--- config.mk ---
export PLATFORM = sky130hd
export DESIGN_NAME = tx_redundant_framer
export DESIGN_NICKNAME = d
export VERILOG_FILES = /design/src/rtl/tx_redundant_framer.sv
export SDC_FILE = /design/constraint.sdc
export NUM_CORES = 1
export LEC_CHECK = 0
export CAP_MARGIN = 20
export CORE_UTILIZATION = 60
export DETAILED_ROUTE_END_ITERATION = 10
export PLACE_DENSITY = 0.81
export RECOVER_POWER = 100
export SYNTH_ARGS = -nofsm -noshare
export SYNTH_HDL_FRONTEND = slang
export SYNTH_SLANG_ARGS = --single-unit
--- constraint.sdc ---
create_clock -name clk125MHz -period 7.8 [get_ports clk125MHz]
set_input_delay 0.78 -clock clk125MHz [delete_from_list [all_inputs] [get_ports clk125MHz]]
set_output_delay 0.78 -clock clk125MHz [all_outputs]
set_load 0.005 [all_outputs]
--- src/rtl/tx_redundant_framer.sv ---
// Ethernet test-frame generator: sends every segment `redundancy` times,
// each frame tagged with copy index and segment number, CRC-32 FCS appended.
module tx_redundant_framer #(
    parameter int          PAYLOAD_LEN = 46,
    parameter int          IFG_CYCLES  = 12,
    parameter logic [47:0] DST_MAC     = 48'hFFFFFFFFFFFF,
    parameter logic [47:0] SRC_MAC     = 48'h000A35000102,
    parameter logic [15:0] ETHERTYPE   = 16'h88B5
) (
    input  logic        clk125MHz,
    input  logic        rstn,
    input  logic        start,
    input  logic [7:0]  redundancy,
    input  logic [7:0]  segment_number_max,
    output logic [7:0]  tx_data,
    output logic        tx_en,
    output logic        busy,
    output logic        done,
    output logic [31:0] frame_count
);

    typedef enum logic [2:0] {
        IDLE, PREAMBLE, HEADER, PAYLOAD, FCS, IFG, DONE
    } state_t;

    localparam logic [15:0] PAY_LAST = 16'(PAYLOAD_LEN - 1);
    localparam logic [15:0] IFG_LAST = 16'(IFG_CYCLES - 1);

    state_t      state_reg, state_next;
    logic [15:0] cnt_reg, cnt_next;
    logic [7:0]  red_reg, smax_reg, copy_reg;
    logic [15:0] seg_reg;
    logic [31:0] crc_reg, crc_next;
    logic [31:0] frame_count_reg;
    logic [31:0] fcs_inv;
    logic [135:0] hdr_vec;
    logic [7:0]  hdr_bytes [0:31];
    logic [7:0]  fcs_bytes [0:3];
    logic        last_frame;

    // Byte-wise reflected CRC-32 step (poly EDB88320), LSB of the byte first.
    function automatic logic [31:0] crc32_byte(input logic [31:0] crc_in,
                                               input logic [7:0]  data);
        logic [31:0] c;
        c = crc_in ^ {24'd0, data};
        for (int i = 0; i < 8; i++) begin
            c = c[0] ? ((c >> 1) ^ 32'hEDB88320) : (c >> 1);
        end
        return c;
    endfunction

    // Header fields in wire order; the last three bytes are copy and seg.
    assign hdr_vec = {DST_MAC, SRC_MAC, ETHERTYPE, copy_reg, seg_reg};
    assign fcs_inv = ~crc_reg;

    generate
        for (genvar gi = 0; gi < 32; gi++) begin : g_hdr
            if (gi < 17) begin : g_used
                assign hdr_bytes[gi] = hdr_vec[135 - 8*gi -: 8];
            end else begin : g_pad
                assign hdr_bytes[gi] = 8'h00;
            end
        end
        for (genvar gi = 0; gi < 4; gi++) begin : g_fcs
            assign fcs_bytes[gi] = fcs_inv[8*gi +: 8];
        end
    endgenerate

    assign last_frame = (seg_reg == ({8'd0, smax_reg} - 16'd1)) &&
                        (copy_reg == (red_reg - 8'd1));

    assign busy        = (state_reg != IDLE);
    assign done        = (state_reg == DONE);
    assign frame_count = frame_count_reg;

    // Next-state, byte mux and combinational CRC update for the current byte.
    always_comb begin
        state_next = state_reg;
        cnt_next   = cnt_reg + 16'd1;
        tx_en      = 1'b0;
        tx_data    = 8'h00;
        crc_next   = crc_reg;
        case (state_reg)
            IDLE: begin
                if (start) state_next = PREAMBLE;
            end
            PREAMBLE: begin
                tx_en    = 1'b1;
                tx_data  = (cnt_reg == 16'd7) ? 8'hD5 : 8'h55;
                crc_next = 32'hFFFFFFFF;
                if (cnt_reg == 16'd7) state_next = HEADER;
            end
            HEADER: begin
                tx_en    = 1'b1;
                tx_data  = hdr_bytes[cnt_reg[4:0]];
                crc_next = crc32_byte(crc_reg, tx_data);
                if (cnt_reg == 16'd16) state_next = PAYLOAD;
            end
            PAYLOAD: begin
                tx_en    = 1'b1;
                tx_data  = seg_reg[7:0] + cnt_reg[7:0];
                crc_next = crc32_byte(crc_reg, tx_data);
                if (cnt_reg == PAY_LAST) state_next = FCS;
            end
            FCS: begin
                tx_en   = 1'b1;
                tx_data = fcs_bytes[cnt_reg[1:0]];
                if (cnt_reg == 16'd3) state_next = IFG;
            end
            IFG: begin
                if (cnt_reg == IFG_LAST) state_next = last_frame ? DONE : PREAMBLE;
            end
            DONE: begin
                state_next = IDLE;
            end
            default: state_next = IDLE;
        endcase
        if (state_next != state_reg) cnt_next = 16'd0;
    end

    // State, counters, burst parameters, CRC and frame counter.
    always_ff @(posedge clk125MHz) begin
        if (!rstn) begin
            state_reg       <= IDLE;
            cnt_reg         <= 16'd0;
            red_reg         <= 8'd0;
            smax_reg        <= 8'd0;
            copy_reg        <= 8'd0;
            seg_reg         <= 16'd0;
            crc_reg         <= 32'd0;
            frame_count_reg <= 32'd0;
        end else begin
            state_reg <= state_next;
            cnt_reg   <= cnt_next;
            crc_reg   <= crc_next;
            if (state_reg == IDLE && start) begin
                red_reg  <= (redundancy == 8'd0) ? 8'd1 : redundancy;
                smax_reg <= (segment_number_max == 8'd0) ? 8'd1 : segment_number_max;
                copy_reg <= 8'd0;
                seg_reg  <= 16'd0;
            end
            if (state_reg == FCS && cnt_reg == 16'd3) begin
                frame_count_reg <= frame_count_reg + 32'd1;
            end
            if (state_reg == IFG && cnt_reg == IFG_LAST && !last_frame) begin
                if (copy_reg == red_reg - 8'd1) begin
                    copy_reg <= 8'd0;
                    seg_reg  <= seg_reg + 16'd1;
                end else begin
                    copy_reg <= copy_reg + 8'd1;
                end
            end
        end
    end

endmodule

=== Word-level counts from Yosys, hierarchy flattened ===
Index checks and enable logic that the tools add are counted.

* Register bits after elaboration: 123
* Word-level logic and storage cells: 109

* Reductions and logical operators: 14
* Equality and inequality tests: 14
* Magnitude comparators: 2
* $add $sub $neg: 7
* Bitwise logic cells: 22
* Muxes and demuxes: 42

{| class="wikitable"
|+ Operators by type and width
! kind !! count
|-
| $mux W32 || 16
|-
| $not A13 Y14 || 16
|-
| $pmux W32 S3 || 1
|-
| $mux W8 || 10
|-
| $xor A32 B8 Y32 || 2
|-
| $mux W16 || 3
|-
| $bmux W8 S5 || 1
|-
| $add A16 B1 Y16 const B || 2
|-
| $add A32 B1 Y32 const B || 1
|-
| $not A32 Y32 || 1
|-
| $pmux W8 S4 || 1
|-
| $mux W3 || 7
|-
| $pmux W3 S6 || 1
|-
| $bmux W8 S2 || 1
|-
| $eq A16 B16 Y1 || 1
|-
| $eq A16 B2 Y1 const B || 1
|-
| $eq A16 B3 Y1 const B || 1
|-
| $eq A16 B4 Y1 const B || 1
|-
| $eq A16 B5 Y1 const B || 1
|-
| $eq A16 B6 Y1 const B || 1
|-
| $logic_not A8 Y1 || 2
|-
| $eq A3 B3 Y1 const B || 3
|-
| $sub A8 B1 Y9 const B || 1
|-
| $add A8 B1 Y8 const B || 1
|-
| 19 further kinds || 25
|}

=== Logic depth before layout (Yosys ltp) ===
Gate-level depths: netlist of the first run.

* Depth after elaboration: 22
* Gate-level depth with buffers: 12

=== Worst setup path after synthesis of the first run ===
No wires, ideal clock.

* Path type: reg2reg
* Start point: register cnt_reg[0]
* End point: register crc_reg[21]
* Required time: 7.722 ns
* Path buffers: 0
* Slack: 4.528 ns
* Stages on the path, launching flop included: 11
* Data arrival time: 3.194 ns
* Clock period less this slack: 3.272 ns
* Cell sequence: dfxtp_1 ha_1 fa_1 a21o_1 a21oi_1 xnor2_1 xnor3_1 xnor2_2 mux2_2 o2111a_1 nor3_1

* Cells in the longest elaborated chain, start to end: 18
* Elaborated cells between the ends (all ways): 34
* Those cells by class: add/sub: 1; mux: 20; bitwise: 13

{| class="wikitable"
|+ RTL lines
! item !! RTL line !! source
|-
| start: declaration || 30 || <nowiki>logic [15:0] cnt_reg, cnt_next;</nowiki>
|-
| start signal: assignment || 134 || <nowiki>cnt_reg <= cnt_next;</nowiki>
|-
| $not A5 Y6 (not written as such) || 95 || <nowiki>tx_data = hdr_bytes[cnt_reg[4:0]];</nowiki>
|-
| $bmux W8 S5 || 95 ||
|-
| $mux W8 (not written as such) (2 in a row) || 95 ||
|-
| $xor A32 B8 Y32 || 45 || <nowiki>c = crc_in ^ {24'd0, data};</nowiki>
|-
| $mux W32 (2 in a row) || 47 || <nowiki>c = c[0] ? ((c >> 1) ^ 32'hEDB88320) : (c >> 1);</nowiki>
|-
| $not A13 Y14 (no line) || - ||
|-
| $mux W32 (2 in a row) || 47 ||
|-
| $not A13 Y14 (no line) || - ||
|-
| $mux W32 || 47 ||
|-
| $not A13 Y14 (no line) || - ||
|-
| $mux W32 (2 in a row) || 47 ||
|-
| $not A13 Y14 (no line) || - ||
|-
| $mux W32 || 47 ||
|-
| $pmux W32 S3 * || 83 || <nowiki>case (state_reg)</nowiki>
|-
| end signal: assignment || 135 || <nowiki>crc_reg <= crc_next;</nowiki>
|-
| end: declaration || 33 || <nowiki>logic [31:0] crc_reg, crc_next;</nowiki>
|}

Mark *: on every way between the ends. The rest lies on a longest branch, timed or not. The select of a mux whose other input is x is not followed.
A chain may end at the register's enable or synchronous reset.

=== Final worst setup path of the first run ===
* Start point: register cnt_reg[0]
* End point: register crc_reg[4]

* Cells in the longest elaborated chain, start to end: 16
* Elaborated cells between the ends (all ways): 30
* Those cells by class: add/sub: 1; mux: 20; bitwise: 9

{| class="wikitable"
|+ RTL lines
! item !! RTL line
|-
| $not A5 Y6 (not written as such) || 95
|-
| $bmux W8 S5 || 95
|-
| $mux W8 (not written as such) (2 in a row) || 95
|-
| $xor A32 B8 Y32 || 45
|-
| $mux W32 (3 in a row) || 47
|-
| $not A13 Y14 (no line) || -
|-
| $mux W32 (3 in a row) || 47
|-
| $not A13 Y14 (no line) || -
|-
| $mux W32 (2 in a row) || 47
|-
| $pmux W32 S3 * || 83
|}

Marks and branches as above.

==> results.md, run 1 <==
* Buffers & Inverters on Critical Path at 2
* Cell area after layout at 0.01011 mm²
* Cell repeated most along the worst path: xnor2_1
* Clk sinks at 123
* Final period utilization at 0.6641
* Slowest-stage cell, CP: xnor2_1
* Largest stage delay on the critical path at 0.81 ns
* Drt drc at 0
* Core ar. at 0.01459 mm²
* Placed Area at 0.009615 mm²
* Initial antenna violation count at 0
* Port Buffers at 61
* Max-cap violations at 0
* Worst slew pin tran at 1.020 ns
* Num CTS Buffers at 17
* Pre-antenna DRT Iters at 5
* CP required at 8.09 ns
* Crit. End Element: register
* Leakage at 3.904 nW
* Longest Clk Path Bufs at 2
* Distinct cells, synth at 89
* Routed vias/inst at 6.278
* Largest net degree at the start of global routing at 109
* CP Cell Sequence: clkbuf_1 -> inv_1 -> ha_1 -> nand2b_1 -> a21boi_0 -> o31ai_1 -> xnor2_1 -> xnor2_1 -> xor2_1 -> a2111oi_0 -> nor3b_1
* Syn Area/Cell at 8.578 µm²
* GRT busiest layer: met2
* Synth area leader: dfxtp_1
* DRT Wirelength at 24450 µm
* NumNets Final at 1122
* P&R area growth vs syn at 12.01%
* Post-synth EDFFs at 0
* Synth Register Bits at 123
* Pre-CTS WS at 3.758 ns
* CP delay by family, top: compound AO/OA/AOI/OAI gates
* Worst setup margin at 2.620 ns
* Placer Congestion at 0.9739
* Top-count cell post-synth: dfxtp_1
* First-pass GRT wire length at 40290 µm
* Ant. Diodes at 0
* Clock slew at reported path FFs at 0.06 ns
* IO Pins at 62
* Die H at 124.6 µm
* Asr flop ratio synth at 0
* Final ANT Viol Nets at 0
* Critical path class: reg -> reg
* Effective utilization at floorplan at 0.6185
* Peak supply drop at 0.1533 mV
* GRT overflow at 0
* Area fraction of the dominant cell type after synthesis at 0.2729
* Row cnt at 44
* Vias in the first global route at 7809
* Via Count at 8042
* Synth top area cells: dfxtp_1, xnor2_1, xor2_1
* Clock latency on the worst-skew pair at 0.43 ns
* Max Slew Vio Count at 0
* Post_cts resized at 0
* RSZ-0062 raised after global routing: false
* CP max FO at 15
* # hold bufs at CTS at 0
* Register area share after synthesis at 0.2729
* Worst hold slack at 0.4888 ns
* GRT Total Usage at 0.3229
* DRT iter0 DRCs at 742
* CP arrival at 5.47 ns
* Status: complete, no violations
* Slew headroom at 0.3152
* Min-Delay Path Class: reg -> reg
* H-tree depth at 4
* M3 GR Usage at 0.05713
* Startpoint Class: register
* Clock skew at 0.009859 ns
* Die area at 0.01553 mm²
* Fin Setup TNS at 0 ns
* Share of post-route cells with drive strength above 1 at 0.06655
* Top FF cell, synth: dfxtp_1
* Hold Vio Cnt, Final at 0
* Synthesis Warnings at 0
* Fmax at 193.1 MHz
* Post-CTS Setup Inserts at 0
* Root Driver: clkbuf_16
* DP HPWL at 16860 µm
* Final setup viols at 0
* Synth Instances at 1052
* Met1 Usage GRT at 0.4173
* Routed len/inst at 19.08 µm
* Syn Std Cell Area at 0.009024 mm²
* Layout filler cell count at 1218
* Die X at 124.6 µm
* GR Layer Usage met2 at 0.5164
* CTS tree: yes
* Final Critical Period at 5.180 ns
* Total power at 1.928 mW
* Synth Net Count at 1090
* PwrDens at 190.8 mW/mm²
* Most frequent cells after synthesis: dfxtp_1, xnor2_1, nand2_1
## worst paths after layout
| path | slack [ns] | endpoint | cells after the start | from |
|---|---|---|---|---|
| worst min register to register | 0.49 | red_reg[7] | 2 | red_reg[7] |
| worst max register to register | 2.62 | crc_reg[4] | 11 | cnt_reg[0] |
| worst max-delay path | 2.62 | crc_reg[4] | 11 | cnt_reg[0] |
| worst min-delay path | 0.49 | red_reg[7] | 2 | red_reg[7] |
## kinds of logic (layout without fill, tap and decap cells)
group | after synthesis | count (layout) | synth area share
and+or+nand+nor | 374 | 374 | 0.2092
muxes | 23 | 23 | 0.03702
xor gates and xnor gates | 183 | 183 | 0.2153
DFF | 123 | 123 | 0.2729
AOI/OAI and AO/OA | 244 | 244 | 0.1923
adders and majority gates | 19 | 19 | 0.02718
buffers and inverters | 86 | 131 | 0.04603
## placed cells by master, fill, tap and decap left out, drive strengths merged, types with 5 or more instances in the layout
master / instances
a211o: 7
a211oi: 7
a21boi: 39
a21o: 6
a21oi: 42
a31oi: 11
and2: 35
and3: 18
buf: 8
clkbuf: 19
clkdlybuf4s50: 18
clkinv: 7
dfxtp: 123
dlygate4sd3: 42
ha: 18
inv: 34
mux2i: 12
mux4: 8
nand2: 92
nand2b: 5
nand3: 30
nand4: 14
nand4b: 6
nor2: 89
nor2b: 14
nor3: 25
nor4: 6
o211ai: 16
o21a: 6
o21ai: 50
o221ai: 7
o22ai: 8
o31ai: 6
or2: 6
or3: 20
xnor2: 105
xnor3: 12
xor2: 62
## power breakdown
part           leakage [nW]  switching [mW]  internal (mW)
sequential             1.00          0.0370          0.651
combinational          2.63           0.255          0.226
clock                 0.275           0.317          0.442
## area by class of cell
type | instances | area (µm²) | area share
Clock inverter | 15 | 138.9 | 0.01374
Tap cell | 184 | 230.2 | 0.02278
Inverter | 29 | 108.9 | 0.01077
Clock buffer | 17 | 425.4 | 0.04209
Multi-Input combinational cell | 843 | 6056 | 0.5992
Sequential cell | 123 | 2462 | 0.2436
Timing Repair Buffer | 70 | 685.7 | 0.06784
## per-layer routing
layer,up-vias,wire (µm),share of wire
li1,3801,-,-
met2,369,11430,0.47
met5,-,0,0
met4,0,769,0.031
met1,3802,10300,0.42
met3,70,1942,0.079
## per-stage QoR
stage,util,std cells
after detailed placement,0.6591,1248
after global placement,0.6591,1248
after CTS,0.6978,1280
after floorplan,-,1052
final,0.6928,1281
after global routing,0.6928,1281
## tightest hold or removal path: cells and delay by family, from the launching register on
kind | cells | cell delay [ns]
AOI/OAI and AO/OA | 1 | 0.07
DFF | 1 | 0.32
and+or+nand+nor | 1 | 0.05
(Power assumes the default switching activity.)
==> run 2, diff against run 1 <==
- clock period: 7.8 -> 5.4 ns (I/O delays scaled with it)
==> run 2 against run 1 <==
- sequential cell count is the same
- clock power is 46% higher
- non-clock buffer count increased by 1
- register-to-register slack worse by 1.8 ns
- fmax rose by 13%
- worst hold slack got worse by 0.0091 ns
- via count fell by 1.1%
- combinational power rose by 41%
- cell area hardly changed
- clock skew decreased by 0.0019 ns
- critical endpoint is now crc_reg[29]
- largest cell class unchanged
==> results.md, run 2 (synthesized netlist as in run 1, its figures left out) <==
* H-tree depth at 4 (unchanged)
* # hold bufs at CTS at 0 (unchanged)
* Most common cell after layout, fill and taps aside: dfxtp_1
* Row cnt at 44 (unchanged)
* Fin Setup TNS at 0 ns (unchanged)
* Final Critical Period at 4.582 ns (-0.5979 ns)
* Hold Startpoint: red_reg[7]
* Post-CTS Setup Inserts at 0 (unchanged)
* Min-Delay Path Class: reg -> reg
* Critical path class: reg -> reg
* Commonest non-fill, non-tap cells in the layout: dfxtp_1, xnor2_1, nand2_1
* DP HPWL at 16490 µm (-2.2%)
* NumNets Final at 1123 (+0.089%)
* Fmax at 218.2 MHz (+13%)
* Final period utilization at 0.8485 (+0.1844)
* Port Buffers at 61 (unchanged)
* Core ar. at 0.01459 mm² (unchanged)
* FF-to-FF Start: cnt_reg[0]
* CP required at 5.72 ns (-2.37 ns)
* Routed vias/inst at 6.202 (-1.2%)
* Ant. Diodes at 0 (unchanged)
* P&R area growth vs syn at 12.04% (about the same)
* CP arrival at 4.90 ns (-0.57 ns)
* Die area at 0.01553 mm² (unchanged)
* Max Slew Vio Count at 0 (unchanged)
* Clock latency on the worst-skew pair at 0.44 ns (about the same)
* DRT iter0 DRCs at 711 (-4.2%)
* Clock skew at 0.007975 ns (-0.001883 ns)
* Placed Area at 0.009630 mm² (+0.16%)
* Crit path launch: cnt_reg[0]
* Vias in the first global route at 7593 (-2.8%)
* Via Count at 7951 (-1.1%)
* IO Pins at 62 (unchanged)
* First-pass GRT wire length at 39030 µm (-3.1%)
* Leakage at 3.895 nW (-0.25%)
* Longest Clk Path Bufs at 2 (unchanged)
* PwrDens at 275.5 mW/mm² (+44%)
* Worst setup margin at 0.8181 ns (-1.802 ns)
* Drt drc at 0 (unchanged)
* Final ANT Viol Nets at 0 (unchanged)
* Routed len/inst at 18.30 µm (-4.1%)
* Share of post-route cells with drive strength above 1 at 0.06740 (+0.0008501)
* Hold Vio Cnt, Final at 0 (unchanged)
* Startpoint Class: register
* Clock slew at reported path FFs at 0.06 ns (about the same)
* Num CTS Buffers at 17 (unchanged)
* Crit. End Element: register
* DRT Wirelength at 23460 µm (-4.0%)
* Final setup viols at 0 (unchanged)
* DP Cell Count at 1250 (+0.16%)
* Post-route insts no fill at 1282 (+0.078%)
* Placer Congestion at 0.9898 (+1.6%)
* Root Driver: clkbuf_16
* GRT Total Usage at 0.3120 (-0.01082)
* Effective utilization at floorplan at 0.6185 (unchanged)
* Die H at 124.6 µm (unchanged)
* Initial antenna violation count at 0 (unchanged)
* CTS tree: yes
* Worst slew pin tran at 1.077 ns (+0.05758 ns)
* Largest net degree at the start of global routing at 60 (-45%)
* Pre-CTS WS at 1.544 ns (-2.214 ns)
* Cell area after layout at 0.01011 mm² (about the same)
* Peak supply drop at 0.2620 mV (+71%)
* Post_cts resized at 0 (unchanged)
* GRT overflow at 0 (unchanged)
* Slew headroom at 0.2813 (-0.03390)
* RSZ-0062 raised after global routing: false
* CP max FO at 17 (+2)
* Clk sinks at 123 (unchanged)
* Pre-antenna DRT Iters at 5 (unchanged)
* Max-cap violations at 0 (unchanged)
* Status: complete, no violations
* Die X at 124.6 µm (unchanged)
==> run 2: final cells by class <==
type	instances	area, µm²
clock buffers	17	425.4
clock inverters	15	146.4
fillers	1191	4479
inverters	29	108.9
multi-input cells	843	6063
flip-flops and latches	123	2462
well taps	184	230.2
repair buffers	71	673.1
==> run 2: path summary, 6_finish.rpt <==
kind / slack [ns] / cells after the start / end
worst max-delay path: 0.82 / 10 / crc_reg[29]
worst min-delay path: 0.48 / 2 / red_reg[7]
worst max register to register: 0.82 / 10 / crc_reg[29]
worst min register to register: 0.48 / 2 / red_reg[7]
==> run 2: per-layer routing <==
metal | global-route usage | vias to the layer above | routed length, µm
met5 | 0 | - | 0
met4 | 0.1425 | 0 | 841
met3 | 0.06400 | 67 | 1763
met2 | 0.5060 | 335 | 11020
met1 | 0.3981 | 3755 | 9832
li1 | - | 3794 | -
==> run 2: power breakdown <==
part           leakage, nW  internal (mW)  switching (mW)
Combinational         2.62          0.324           0.358
Clock                0.276          0.611           0.499
Sequential            1.00          0.940          0.0530
==> run 2: per-stage QoR <==
stage               power (mW)  hold slack [ns]    util
CTS                      2.801           0.4838  0.6993
finish                   2.785           0.4798  0.6930
detailed placement       1.692           0.4750  0.6601
global placement         1.685           0.4687  0.6601
global route             2.904           0.5156  0.6930
floorplan                1.546           0.4551       -
==> run 2: critical path, stage by stage (launching register included) <==
cell and delay [ns]:
dfxtp_1 0.89, clkbuf_1 0.60, ha_1 0.34, inv_1 0.08, o221a_2 0.27, o21ai_0 0.27
xor2_1 0.66, xnor2_1 0.49, xor3_4 0.63, mux2i_1 0.14, a21oi_1 0.08
==> run 3, diff against run 2 <==
- CORE_UTILIZATION: 60 -> 55
- PLACE_DENSITY: 0.81 -> 0.78
- clock period: 5.4 -> 4 ns (I/O delays scaled with it)
==> run 3 against run 2 <==
- wire length up 3.0%
- register-to-register slack worse by 0.54 ns
- clock skew up 0.0055 ns
- combinational power up 39%
- first-iteration DRC count up 11%
- sequential power up 34%
- power up 36%
- cell count up 3.5%
- worst hold slack better by 0.0021 ns
- critical endpoint is now tx_data[6]
==> results.md, run 3 (synthesized netlist as in run 1, its figures left out) <==
* Initial antenna violation count at 0 (unchanged)
* Drt drc at 0 (unchanged)
* GRT Total Usage at 0.2959 (-0.01614)
* GRT overflow at 0 (unchanged)
* Worst hold slack at 0.4819 ns (+0.002104 ns)
* Final Critical Period at 3.755 ns
* Peak supply drop at 0.3471 mV (+32%)
* Share of post-route cells with drive strength above 1 at 0.07831 (+0.01091)
* Post_cts resized at 0 (unchanged)
* Die H at 130.1 µm (+4.4%)
* CP required at 3.60 ns (-2.12 ns)
* Fmax at 266.3 MHz
* Placer Congestion at 0.9417 (-4.9%)
* Min-Delay Path Class: reg -> reg
* Pre-antenna DRT Iters at 5 (unchanged)
* CP arrival at 3.35 ns (-1.55 ns)
* Worst slew pin tran at 1.114 ns (+0.03673 ns)
* Leakage at 3.966 nW (+1.8%)
* CP Cell Sequence: buf_4 -> fa_1 -> a211oi_1 -> o21bai_1 -> a21oi_1 -> xnor2_1 -> a22oi_1 -> o22ai_1 -> clkdlybuf4s50_1
* DRT iter0 DRCs at 792 (+11%)
* DRT Wirelength at 24180 µm (+3.0%)
* Cell area after layout at 0.01024 mm² (+1.3%)
* Vias in the first global route at 7611 (+0.24%)
* Critical path class: reg -> out
* R2r endpoint: crc_reg[4]
* Largest stage delay on the critical path at 0.55 ns (-0.34 ns)
* CTS tree: yes
* Row cnt at 46 (+4.5%)
* # hold bufs at CTS at 0 (unchanged)
* Fin Setup TNS at 0 ns (unchanged)
* NumNets Final at 1136 (+1.2%)
* Post-CTS Setup Inserts at 0 (unchanged)
* Clock skew at 0.01352 ns (+0.005540 ns)
* Num CTS Buffers at 17 (unchanged)
* Port Buffers at 61 (unchanged)
* Clk sinks at 123 (unchanged)
* Die X at 130.1 µm (+4.4%)
* Longest Clk Path Bufs at 2 (unchanged)
* Core ar. at 0.01594 mm² (+9.3%)
* P&R area growth vs syn at 13.45%
* FF-to-FF Start: cnt_reg[0]
* PwrDens at 369.1 mW/mm² (+34%)
* Final setup viols at 0 (unchanged)
* Slowest-stage cell, CP: clkdlybuf4s50_1
* Final period utilization at 0.9387
* Max-cap violations at 0 (unchanged)
* Commonest non-fill, non-tap cells in the layout: dfxtp_1, xnor2_1, nand2_1
* Die area at 0.01692 mm² (+8.9%)
* First-pass GRT wire length at 38410 µm (-1.6%)
* Max Slew Vio Count at 0 (unchanged)
* R2r worst-path depth at 11 (+1)
* Effective utilization at floorplan at 0.5660 (-0.05252)
* Final ANT Viol Nets at 0 (unchanged)
* Via Count at 8049 (+1.2%)
* Routed vias/inst at 6.066 (-2.2%)
* RSZ-0062 raised after global routing: false
* Largest net degree at the start of global routing at 48 (-20%)
* Hold Vio Cnt, Final at 0 (unchanged)
* IO Pins at 62 (unchanged)
* Crit path launch: cnt_reg[1]
* Clock slew at reported path FFs at 0.06 ns (about the same)
* Root Driver: clkbuf_16
* Status: complete, no violations
* Most common cell after layout, fill and taps aside: dfxtp_1
* Clock latency on the worst-skew pair at 0.43 ns (about the same)
* R2R setup slack at 0.28 ns (-0.54 ns)
* CP max FO at 9 (-8)
* Crit. End Element: output pin
* Placed Area at 0.009768 mm² (+1.4%)
* H-tree depth at 4 (unchanged)
* Slew headroom at 0.2539 (-0.02735)
* DP HPWL at 17130 µm (+3.8%)
* Ant. Diodes at 0 (unchanged)
* Routed len/inst at 18.22 µm (-0.45%)
* Startpoint Class: register
* Critical path capture point: tx_data[6]
[run 3: cell count changes in the layout (fill, tap and decap cells not counted), sizes merged]
| cell | before | now |
|---|---|---|
| buf | 9 | 21 |
| bufinv | 0 | 1 |
| clkbuf | 19 | 20 |
| clkinv | 3 | 6 |
| inv | 39 | 35 |
[run 3: final cells by class]
class / count / area (µm²)
Multi-Input combinational cell: 843 / 6065
Fill cell: 1364 / 5705
Sequential cell: 123 / 2462
Timing Repair Buffer: 84 / 767.0
Clock buffer: 17 / 425.4
Tap cell: 216 / 270.3
Clock inverter: 15 / 138.9
Inverter: 29 / 108.9
[run 3: stage by stage]
stage | util | instances | power (mW) | setup WS (ns)
2_1_floorplan | - | 1052 | 2.088 | 0.7278
3_3_place_gp | 0.6127 | 1295 | 2.283 | 0.6918
3_5_place_dp | 0.6127 | 1295 | 2.299 | 0.5727
4_1_cts | 0.6481 | 1327 | 3.797 | 0.2873
5_1_grt | 0.6421 | 1327 | 3.923 | 0.09473
6_report | 0.6421 | 1327 | 3.779 | 0.2454
[run 3: worst min path at each step]
stage                     startpoint          to  slack, ns  depth (start not counted)
final                     red_reg[7]  red_reg[7]       0.48                          2
after floorplan           red_reg[7]  red_reg[7]       0.46                          2
after global placement    red_reg[7]  red_reg[7]       0.47                          2
after CTS                 red_reg[7]  red_reg[7]       0.49                          2
after global routing      red_reg[7]  red_reg[7]       0.52                          2
after detailed placement  red_reg[7]  red_reg[7]       0.48                          2
[run 3: power breakdown]
group | switching (mW) | internal, mW
registers | 0.0651 | 1.27
logic | 0.499 | 0.447
clock network | 0.635 | 0.863
total | 1.20 | 2.58
[run 3: worst max-delay path, delay by kind of cell (launching register included)]
kind | cells | cell delay [ns]
AOI/OAI and AO/OA | 5 | 1.08
buffers and inverters | 2 | 0.78
DFF | 1 | 0.42
xor gates and xnor gates | 1 | 0.17
adders and majority gates | 1 | 0.47
[run 3: layer usage]
metal / part of all wire / track usage / wire [µm] / vias to the layer above
met5: 0 / 0 / 0 / -
met4: 0.040 / 0.1539 / 960 / 0
met3: 0.066 / 0.05330 / 1599 / 82
met2: 0.46 / 0.4784 / 11070 / 317
met1: 0.44 / 0.3771 / 10540 / 3825
li1: - / - / - / 3825
